[src/rtl/fetch_mem_unit_if.sv]
// Memory handshake bundle between the fetch/memory unit (master) and the memory (slave).
interface fetch_mem_unit_if;
    logic [31:0] mem_addr;
    logic        mem_rd;
    logic        mem_wr;
    logic [31:0] mem_wdata;
    logic [31:0] mem_rdata;
    logic        mem_ready;

    modport master (
        output mem_addr,
        output mem_rd,
        output mem_wr,
        output mem_wdata,
        input  mem_rdata,
        input  mem_ready
    );

    modport slave (
        input  mem_addr,
        input  mem_rd,
        input  mem_wr,
        input  mem_wdata,
        output mem_rdata,
        output mem_ready
    );
endinterface

[src/rtl/fetch_mem_unit.sv]
// Multicycle datapath front end: PC/IR/MDR, memory address select, memory handshake with
// stall, timeout and alignment checking.
module fetch_mem_unit #(
    parameter logic [31:0] RESET_PC = 32'h0000_0000,
    parameter int unsigned TIMEOUT  = 16
) (
    input  logic                    clk,
    input  logic                    rst,
    input  logic                    PCWrite,
    input  logic                    PCWriteCond,
    input  logic                    Zero,
    input  logic [1:0]              PCSource,
    input  logic                    IorD,
    input  logic                    MemRead,
    input  logic                    MemWrite,
    input  logic                    IRWrite,
    input  logic [31:0]             ALUResult,
    input  logic [31:0]             ALUOut,
    input  logic [31:0]             B,
    fetch_mem_unit_if.master        mem,
    output logic [31:0]             pc,
    output logic [31:0]             ir,
    output logic [4:0]              Op,
    output logic [31:0]             mdr,
    output logic                    stall,
    output logic                    align_err,
    output logic                    bus_err
);

    localparam int unsigned CntW = $clog2(TIMEOUT + 1);
    localparam logic [CntW-1:0] CntLast = CntW'(TIMEOUT - 1);

    typedef enum logic [0:0] {StIdle, StWait} state_e;

    state_e            state_q, state_d;
    logic [CntW-1:0]   cnt_q, cnt_d;
    logic [31:0]       pc_q, pc_d;
    logic [31:0]       ir_q, ir_d;
    logic [31:0]       mdr_q, mdr_d;
    logic              align_err_q, align_err_d;
    logic              bus_err_q, bus_err_d;

    logic [31:0]       addr;
    logic              access;
    logic              misaligned;
    logic              req;
    logic              abort;
    logic              read_done;
    logic              pc_we;
    logic [31:0]       next_pc;

    assign addr       = IorD ? ALUOut : pc_q;
    assign access     = MemRead | MemWrite;
    assign misaligned = access & (addr[1:0] != 2'b00);
    assign req        = access & ~misaligned & ~align_err_q & ~bus_err_q;

    always_comb begin
        state_d = state_q;
        cnt_d   = cnt_q;
        abort   = 1'b0;
        case (state_q)
            StIdle: begin
                if (req && !mem.mem_ready) begin
                    state_d = StWait;
                    cnt_d   = CntW'(1);
                end
            end
            StWait: begin
                if (!req || mem.mem_ready) begin
                    state_d = StIdle;
                    cnt_d   = '0;
                end else if (cnt_q == CntLast) begin
                    abort   = 1'b1;
                    state_d = StIdle;
                    cnt_d   = '0;
                end else begin
                    cnt_d = cnt_q + CntW'(1);
                end
            end
            default: begin
                state_d = StIdle;
                cnt_d   = '0;
            end
        endcase
    end

    // The timeout cycle releases Control even though the access never completed.
    assign stall     = req & ~mem.mem_ready & ~abort;
    assign read_done = req & MemRead & mem.mem_ready;

    assign mem.mem_addr  = addr;
    assign mem.mem_rd    = req & MemRead;
    assign mem.mem_wr    = req & MemWrite & ~MemRead;
    assign mem.mem_wdata = B;

    assign pc_we = (PCWrite | (PCWriteCond & Zero)) & ~stall & ~abort & (PCSource != 2'b11);

    always_comb begin
        next_pc = pc_q;
        case (PCSource)
            2'b00:   next_pc = ALUResult;
            2'b01:   next_pc = ALUOut;
            2'b10:   next_pc = {pc_q[31:29], ir_q[26:0], 2'b00};
            default: next_pc = pc_q;
        endcase
    end

    always_comb begin
        pc_d        = pc_we ? next_pc : pc_q;
        ir_d        = (read_done && IRWrite) ? mem.mem_rdata : ir_q;
        mdr_d       = read_done ? mem.mem_rdata : mdr_q;
        align_err_d = align_err_q | misaligned;
        bus_err_d   = bus_err_q | abort;
    end

    always_ff @(posedge clk) begin
        if (rst) begin
            state_q     <= StIdle;
            cnt_q       <= '0;
            pc_q        <= RESET_PC;
            ir_q        <= '0;
            mdr_q       <= '0;
            align_err_q <= 1'b0;
            bus_err_q   <= 1'b0;
        end else begin
            state_q     <= state_d;
            cnt_q       <= cnt_d;
            pc_q        <= pc_d;
            ir_q        <= ir_d;
            mdr_q       <= mdr_d;
            align_err_q <= align_err_d;
            bus_err_q   <= bus_err_d;
        end
    end

    assign pc        = pc_q;
    assign ir        = ir_q;
    assign Op        = ir_q[31:27];
    assign mdr       = mdr_q;
    assign align_err = align_err_q;
    assign bus_err   = bus_err_q;

endmodule

[src/flat_wrapper.sv]
// flat-port wrapper written by rule: the top's interface ports become plain ports
module fetch_mem_unit_flat 
#(
    parameter logic [31:0] RESET_PC = 32'h0000_0000,
    parameter int unsigned TIMEOUT  = 16
)
  (clk, rst, PCWrite, PCWriteCond, Zero, PCSource, IorD, MemRead, MemWrite, IRWrite, ALUResult, ALUOut, B, pc, ir, Op, mdr, stall, align_err, bus_err, mem_mem_addr, mem_mem_rd, mem_mem_wr, mem_mem_wdata, mem_mem_rdata, mem_mem_ready);
  fetch_mem_unit_if mem_i ();
  input  logic clk;
  input  logic rst;
  input  logic PCWrite;
  input  logic PCWriteCond;
  input  logic Zero;
  input  logic [1:0] PCSource;
  input  logic IorD;
  input  logic MemRead;
  input  logic MemWrite;
  input  logic IRWrite;
  input  logic [31:0] ALUResult;
  input  logic [31:0] ALUOut;
  input  logic [31:0] B;
  output logic [31:0] pc;
  output logic [31:0] ir;
  output logic [4:0] Op;
  output logic [31:0] mdr;
  output logic stall;
  output logic align_err;
  output logic bus_err;
  output wire logic [$bits(mem_i.mem_addr)-1:0] mem_mem_addr;
  output wire logic [$bits(mem_i.mem_rd)-1:0] mem_mem_rd;
  output wire logic [$bits(mem_i.mem_wr)-1:0] mem_mem_wr;
  output wire logic [$bits(mem_i.mem_wdata)-1:0] mem_mem_wdata;
  input wire logic [$bits(mem_i.mem_rdata)-1:0] mem_mem_rdata;
  input wire logic [$bits(mem_i.mem_ready)-1:0] mem_mem_ready;
  assign mem_mem_addr = mem_i.mem_addr;
  assign mem_mem_rd = mem_i.mem_rd;
  assign mem_mem_wr = mem_i.mem_wr;
  assign mem_mem_wdata = mem_i.mem_wdata;
  assign mem_i.mem_rdata = mem_mem_rdata;
  assign mem_i.mem_ready = mem_mem_ready;
  fetch_mem_unit #(.RESET_PC(RESET_PC), .TIMEOUT(TIMEOUT)) u_core (.clk(clk), .rst(rst), .PCWrite(PCWrite), .PCWriteCond(PCWriteCond), .Zero(Zero), .PCSource(PCSource), .IorD(IorD), .MemRead(MemRead), .MemWrite(MemWrite), .IRWrite(IRWrite), .ALUResult(ALUResult), .ALUOut(ALUOut), .B(B), .mem(mem_i), .pc(pc), .ir(ir), .Op(Op), .mdr(mdr), .stall(stall), .align_err(align_err), .bus_err(bus_err));
endmodule
[config.mk]
export PLATFORM = sky130hd
export DESIGN_NAME = fetch_mem_unit_flat
export DESIGN_NICKNAME = d
export VERILOG_FILES = /design/src/rtl/fetch_mem_unit_if.sv /design/src/rtl/fetch_mem_unit.sv /design/src/flat_wrapper.sv
export SDC_FILE = /design/constraint.sdc
export NUM_CORES = 1
export LEC_CHECK = 0
export CORE_MARGIN = 8
export CORE_UTILIZATION = 40
export CTS_BUF_LIST = sky130_fd_sc_hd__clkbuf_16
export DETAILED_ROUTE_END_ITERATION = 12
export GPL_ROUTABILITY_DRIVEN = 1
export GPL_TIMING_DRIVEN = 0
export PLACE_DENSITY = 0.85
export SLEW_MARGIN = 30
export SYNTH_ARGS = -nofsm -noshare
export SYNTH_HDL_FRONTEND = slang
export SYNTH_SLANG_ARGS = --single-unit
[constraint.sdc]
create_clock -name clk -period 3.58 [get_ports clk]
set_input_delay 0.537 -clock clk [delete_from_list [all_inputs] [get_ports clk]]
set_output_delay 0.537 -clock clk [all_outputs]
set_load 0.1 [all_outputs]
# Word-level counts from Yosys, hierarchy flattened
# Cells that the tools add are included.
# op_classes
addsub	1
n_eq_ne	5
muxes	13
n_bitwise	27
n_reduce_logical	11
# ops
operator	n
$pmux W32 S3	1
$mux W32	1
$mux W5	3
$and A1 B1 Y1	14
$pmux W5 S2	1
$not A1 Y1	9
$mux W1	6
$add A5 B1 Y5 const B	1
$eq A5 B4 Y1 const B	1
$or A1 B1 Y1	4
$reduce_bool A2 Y1	2
$reduce_and A3 Y1	1
$reduce_bool A3 Y1	1
$eq A2 B1 Y1 const B	1
$eq A2 B2 Y1 const B	1
$logic_and A1 B1 Y1	2
$logic_not A1 Y1	2
$logic_not A2 Y1	1
$ne A2 B1 Y1 const B	1
$ne A2 B2 Y1 const B	1
$pmux W1 S2	1
$reduce_and A2 Y1	1
$logic_or A1 B1 Y1	1
# totals
register_bits	104
out_inout_bits	170
word_cells	65

# Logic depth before layout (Yosys ltp)
# Gate-level depths: netlist of the first run.
# logic_depth
ltp_word	18
mapped_depth	8

# Worst setup path after synthesis of the first run
# Ideal clock, no wire load.
# synth_timing
path_kind	flip-flop to output port
from	reg u_core.pc_q[0], in the netlist u_core.pc[0]
to	out mem_mem_wr
arrival_time_ps	5971
required_ps	3043
path_slack_ps	-2928
stages_incl_launch_ff	3
path_buffers	0
cell_sequence	dfxtp_1 -> or3_1 -> a2111oi_0
# synth_via
elab_chain_cells	9
# synth_lines
item	line_no	rtl
start: declaration	fetch_mem_unit.sv:37	logic [31:0] pc_q, pc_d;
start signal: assignment	fetch_mem_unit.sv:128	pc_q <= pc_d;
$mux W32	fetch_mem_unit.sv:52	assign addr = IorD ? ALUOut : pc_q;
$reduce_bool A2 Y1	fetch_mem_unit.sv:54	assign misaligned = access & (addr[1:0] != 2'b00);
$and A1 B1 Y1	fetch_mem_unit.sv:54	
$not A1 Y1	fetch_mem_unit.sv:55	assign req = access & ~misaligned & ~align_err_q & ~bus_err_q;
$and A1 B1 Y1 (3 in a row)	fetch_mem_unit.sv:55	
$and A1 B1 Y1 (2 in a row)	fetch_mem_unit.sv:93	assign mem.mem_wr = req & MemWrite & ~MemRead;
end: declaration	flat_wrapper.sv:31	output wire logic [$bits(mem_i.mem_wr)-1:0] mem_mem_wr;
# Every way passes these cells.

# Final worst setup path of the first run
# layout_timing
from	in ALUOut[0]
to	out stall
# layout_via
elab_chain_cells	13
# layout_lines
item	line_no	rtl
start: declaration	flat_wrapper.sv:20	input logic [31:0] ALUOut;
$mux W32 *	fetch_mem_unit.sv:52	
$reduce_bool A2 Y1 *	fetch_mem_unit.sv:54	
$and A1 B1 Y1 *	fetch_mem_unit.sv:54	
$not A1 Y1 *	fetch_mem_unit.sv:55	
$and A1 B1 Y1 * (3 in a row)	fetch_mem_unit.sv:55	
$logic_not A1 Y1	fetch_mem_unit.sv:69	if (!req || mem.mem_ready) begin
$logic_or A1 B1 Y1	fetch_mem_unit.sv:69	
$mux W1	fetch_mem_unit.sv:69	
$mux W1	fetch_mem_unit.sv:61	case (state_q)
$not A1 Y1	fetch_mem_unit.sv:88	assign stall = req & ~mem.mem_ready & ~abort;
$and A1 B1 Y1 *	fetch_mem_unit.sv:88	
end: declaration	flat_wrapper.sv:26	output logic stall;
# Mark *: on every way between the ends. The rest lies on a longest branch, timed or not.

==> flow_summary.ini, run 1 <==
[floorplanning]
core_mm2 = 0.0130
die_y_um = 131
ios = 310
initial_core_util_pct = 40.4
die-width_um = 131
die_area_mm2 = 0.0171
rows = 42

[global_routing]
grt_max_degree = 18
antenna_found_initial = 1
grt_pass1_vias = 5783
gr-total-overflow = 0
track_usage_pct = 23.8
grt_pass1_wl_um = 31300

[yosys]
ys.flop_type = dfxtp_1
async_reset_ff_share_pct = 0
synth_fa_ha_area_share_pct = 1.19
synth_top_family_by_area = simple AND/OR/NAND/NOR gates
ys_seq_area_share_pct = 39.6
muxShareOfSynthArea_pct = 12.9
synthXorXnorAreaFrac_pct = 0
synth-compound-area-share_pct = 17.8
syn_area_mm2 = 0.00526
synth_area_leader_cell = dfxtp_1
yosysWarnings = 0
yosysMostFrequentCell = dfxtp_1
avgSynthCellArea_um2 = 8.37
synth_common_cells = 104 x dfxtp_1, 68 x nor2_1, 65 x nand2_1, 41 x a21oi_1
synth_edf_count = 0
synth_top_area_share_pct = 39.6
syn-instance-count = 629
synth_area_leaders = dfxtp_1 40%, mux2_1 6.4%, mux2i_1 6.1%, buf_4 5.4%, nor2_1 4.8%
synth-simple-area-share_pct = 18.8
ys_types = 41
ys_seq_elements = 104
syn-num-nets = 774

[flow_run]
cap_violations = 0

[placed_design]
port_buffers = 275
place_area_mm2 = 0.00824
gp_congestion = 0.847
hpwl_um = 16800

[critical_path]
crit_type = input port to primary output
endpoint_kind = primary output
arrival_ns = 2.89
required_ns = 3.04
path_max_fanout = 10
cp-start-kind = input port

[timing]
hold_viol_final = 0
clock-skew-final_ns = 0.00921
final.setup.tns_ns = 0
fmax_mhz = 292
maxSlewHeadroom_pct = 31.1
rsz0062_at_grt = no
finalCritPeriodShare_pct = 95.7
period_needed_ns = 3.43
finalSetupViolations = 0
worstMarginPinSlew_ns = 1.03
slew_viol_final = 0

[clocking]
cts.sinks = 104
htreeDepth = 3
path_clk_slew_ns = 0.07
numCtsBuffers = 9
root_buffer = clkbuf_16
insertion_delay_ns = 0.35
cts_tree = built
ctsHoldBuffers = 0
clock_path_buffers = 2

[route]
via_count = 5738
wirelength_um = 21300
firstDrtPassIters = 4
drt_iter0_markers = 429
via_per_inst = 5.24
wl_per_cell_um = 19.4
drcViolationCount = 0
drtAntennaViolNets = 0

[pwr]
switching_share_pct = 43.1
p_sw_mw = 1.58
seq_power_share_pct = 34.1
pwr-share-clk_pct = 25.4
p_int_mw = 2.09
power.share.combinational_pct = 40.5
powerDensity_mw_per_mm2 = 432
vdd_ir_drop_max_mv = 0.320
power.leakage_nw = 3.27

[final_layout]
final_layout_size_suffix_gt1_share_pct = 7.72
fin_nets = 1060
n_antenna_cell = 0
synthToLayoutAreaGrowth_pct = 61.7
fillCellCount = 1111
multiInputGateArea_mm2 = 0.00268
fin_area_mm2 = 0.00851
seqCellArea_mm2 = 0.00208

[status]
status = complete, no violations

[min_path]
hold_path.class = register to register
## stage by stage
step	cells	util [%]	total power [mW]	hold WS, ns	setup WS, ns
finish	1096	65.3	3.68	0.475	0.155
detailed placement	1080	63.2	2.77	0.465	-0.632
CTS	1096	65.3	3.70	0.474	0.0809
floorplan	629	-	2.33	0.464	-0.194
global route	1096	65.3	3.80	0.494	0.0760
global placement	1080	63.3	2.76	0.457	-0.612
## final cells by class
| type | instances | share of cell area [%] |
|---|---|---|
| Timing Repair Buffer | 275 | 32.3 |
| Multi-Input combinational cell | 430 | 31.4 |
| Clock buffer | 9 | 2.65 |
| Sequential cell | 104 | 24.5 |
| Inverter | 6 | 0.265 |
| Buffer | 89 | 5.79 |
| Tap cell | 176 | 2.59 |
| Clock inverter | 7 | 0.544 |
## cell families (layout without fill, tap and decap cells)
kind of cell / count (synthesis) / count (layout)
and+or+nand+nor: 217 / 217
AOI/OAI and AO/OA: 144 / 144
DFF: 104 / 104
buffers and inverters: 95 / 386
muxes: 64 / 64
adders and majority gates: 5 / 5
## repair_timing
action | 4_1_cts | 5_1_grt
endpoints found under the setup margin | 2 | 2
gates resized for setup | 6 | 2
buffers inserted | 0 | 0
## per-layer routing
metal | vias up | part of all wire [%] | GRT usage, %
met5 | - | 0.042 | 0
li1 | 2737 | - | -
met1 | 2704 | 40 | 28.0
met2 | 264 | 48 | 40.3
met3 | 31 | 9.3 | 7.02
met4 | 2 | 2.6 | 8.91
## power by group through the flow
stage / clock [mW] / combinational (mW) / sequential, mW
floorplan: 0 / 0.698 / 1.64
global placement: 0 / 1.48 / 1.28
detailed placement: 0 / 1.49 / 1.28
CTS: 0.948 / 1.49 / 1.25
global route: 0.997 / 1.54 / 1.26
finish: 0.933 / 1.49 / 1.26
## sequential cells by signal, summed over array words and instances (netlist names)
name and count:
u_core.pc 32, u_core.ir 32, u_core.bus_err 1, u_core.align_err 1
u_core.mdr 32, u_core.state_q 1, u_core.cnt_q 5
## cells in the final DEF, fill, tap and decap left out, drive strengths merged, types with 29 or more instances in the layout
cell type,n
clkdlybuf4s50,271
a21oi,41
mux2,32
a211oi,29
nand2,65
nor2,68
nand3,35
buf,52
nand2b,29
clkbuf,48
o21ai,31
mux2i,32
dfxtp,104
## critical path: stages
cell	delay, ns
clkdlybuf4s50_1	0.50
or3b_1	0.52
a2111o_1	0.39
clkbuf_1	0.21
buf_2	0.26
nor2_2	0.12
clkbuf_4	0.34
## path summary, 6_finish.rpt
path | start | end | slack [ns] | depth (start not counted)
worst max-delay path | ALUOut[0] | stall | 0.15 | 7
worst min-delay path | u_core.ir[6] | u_core.ir[6] | 0.47 | 2
worst max register to register | u_core.pc[0] | u_core.pc[14] | 1.41 | 6
worst min register to register | u_core.ir[6] | u_core.ir[6] | 0.47 | 2
No activity file was read; power rests on OpenSTA's default activity.
==> run 2, diff against run 1 <==
--- a/config.mk
+++ b/config.mk
@@ -12,6 +12,7 @@
 export GPL_ROUTABILITY_DRIVEN = 1
 export GPL_TIMING_DRIVEN = 0
 export PLACE_DENSITY = 0.85
+export SKIP_CTS_REPAIR_TIMING = 1
 export SLEW_MARGIN = 30
 export SYNTH_ARGS = -nofsm -noshare
 export SYNTH_HDL_FRONTEND = slang
==> run 2 against run 1 <==
Against the previous run: maximum frequency about the same; combinational power about the same; total power about the same; largest cell class unchanged; largest power group unchanged; via count decreased by 0.21%; sequential power about the same; sequential share of layout area about the same; highest routed layer unchanged.
==> flow_summary.ini, run 2 (synthesis gave the netlist of run 1 again) <==
[floorplanning]
core_mm2 = 0.0130
die_area_mm2 = 0.0171
ios = 310
initial_core_util_pct = 40.4
die-width_um = 131
die_y_um = 131
rows = 42

[global_routing]
grt_pass1_wl_um = 31300
track_usage_pct = 23.8
grt_pass1_vias = 5783
antenna_found_initial = 1
grt_max_degree = 18
gr-total-overflow = 0

[placed_design]
gp_congestion = 0.847
place_ws_ns = -0.632
placedCellCount = 1080
port_buffers = 275
hpwl_um = 16800
place_area_mm2 = 0.00824

[timing]
period_needed_ns = 3.42
clock-skew-final_ns = 0.00924
rsz0062_at_grt = no
finalCritPeriodShare_pct = 95.6
whs_ns = 0.475
finalSetupViolations = 0
hold_viol_final = 0
maxSlewHeadroom_pct = 31.1
slew_viol_final = 0
final.setup.tns_ns = 0
fmax_mhz = 292
worst_slack_ns = 0.158
worstMarginPinSlew_ns = 1.03

[clocking]
numCtsBuffers = 9
htreeDepth = 3
root_buffer = clkbuf_16
path_clk_slew_ns = 0.07
clock_path_buffers = 2
insertion_delay_ns = 0.35
cts.sinks = 104
cts_tree = built

[critical_path]
required_ns = 3.04
crit_type = input port to primary output
critPathTopFamily = buffers and inverters
cp_cell_sequence = clkdlybuf4s50_1, or3b_1, a2111o_1, clkbuf_1, buf_2, nor2_2, clkbuf_4
cpPeakStageDelay_ns = 0.52
worst_path_max_delay_cell = or3b_1
endpoint_kind = primary output
path_max_fanout = 10
cp-start-kind = input port
arrival_ns = 2.89
timing.critical_path.buf_inv = 4

[final_layout]
fin_cells = 1096
final_cell_mix = 271 x clkdlybuf4s50_1, 104 x dfxtp_1, 67 x nor2_1, 65 x nand2_1, 41 x a21oi_1
fin_nets = 1060
final_layout_size_suffix_gt1_share_pct = 7.72
fin_area_mm2 = 0.00851
final_common_cell = clkdlybuf4s50_1
synthToLayoutAreaGrowth_pct = 61.8
final_util_pct = 65.3
fillCellCount = 1109
multiInputGateArea_mm2 = 0.00268
seqCellArea_mm2 = 0.00208
n_antenna_cell = 0

[route]
via_per_inst = 5.22
drcViolationCount = 0
wirelength_um = 21300
wl_per_cell_um = 19.4
drtAntennaViolNets = 0
drt_iter0_markers = 428
via_count = 5726
firstDrtPassIters = 5

[pwr]
power.leakage_nw = 3.28
powerDensity_mw_per_mm2 = 432
finalPower_mw = 3.68
vdd_ir_drop_max_mv = 0.320

[flow_run]
cap_violations = 0

[min_path]
hold_path.class = register to register

[status]
status = complete, no violations
-- run 2: final timing paths --
path / startpoint / end / slack, ns / cells after the start
setup reg to reg: u_core.pc[0] / u_core.pc[14] / 1.41 / 6
setup / recovery: ALUOut[0] / stall / 0.16 / 7
hold / removal: u_core.ir[6] / u_core.ir[6] / 0.47 / 2
hold reg to reg: u_core.ir[6] / u_core.ir[6] / 0.47 / 2
-- run 2: area by class of cell --
class | instances | area share, %
multi-input combinational | 430 | 31.4
buffer | 89 | 5.79
clock inverter | 7 | 0.544
sequential | 104 | 24.5
clock buffer | 9 | 2.65
tap | 176 | 2.59
timing repair buffer | 275 | 32.3
inverter | 6 | 0.265
-- run 2: metal layers --
layer | share of wire, % | global-route usage, %
met4 | 2.6 | 8.91
met3 | 9.3 | 7.06
met1 | 40 | 28.0
met2 | 48 | 40.3
met5 | 0.042 | 0
-- run 2: report_power, final --
group,switching (mW),internal [mW]
Sequential,0.0459,1.21
Clock,0.461,0.472
Combinational,1.08,0.411
-- run 2: worst min-delay path: stages, from the launching register on --
cell     delay (ns)
dfxtp_1        0.32
nand2_1        0.05
a21oi_1        0.05
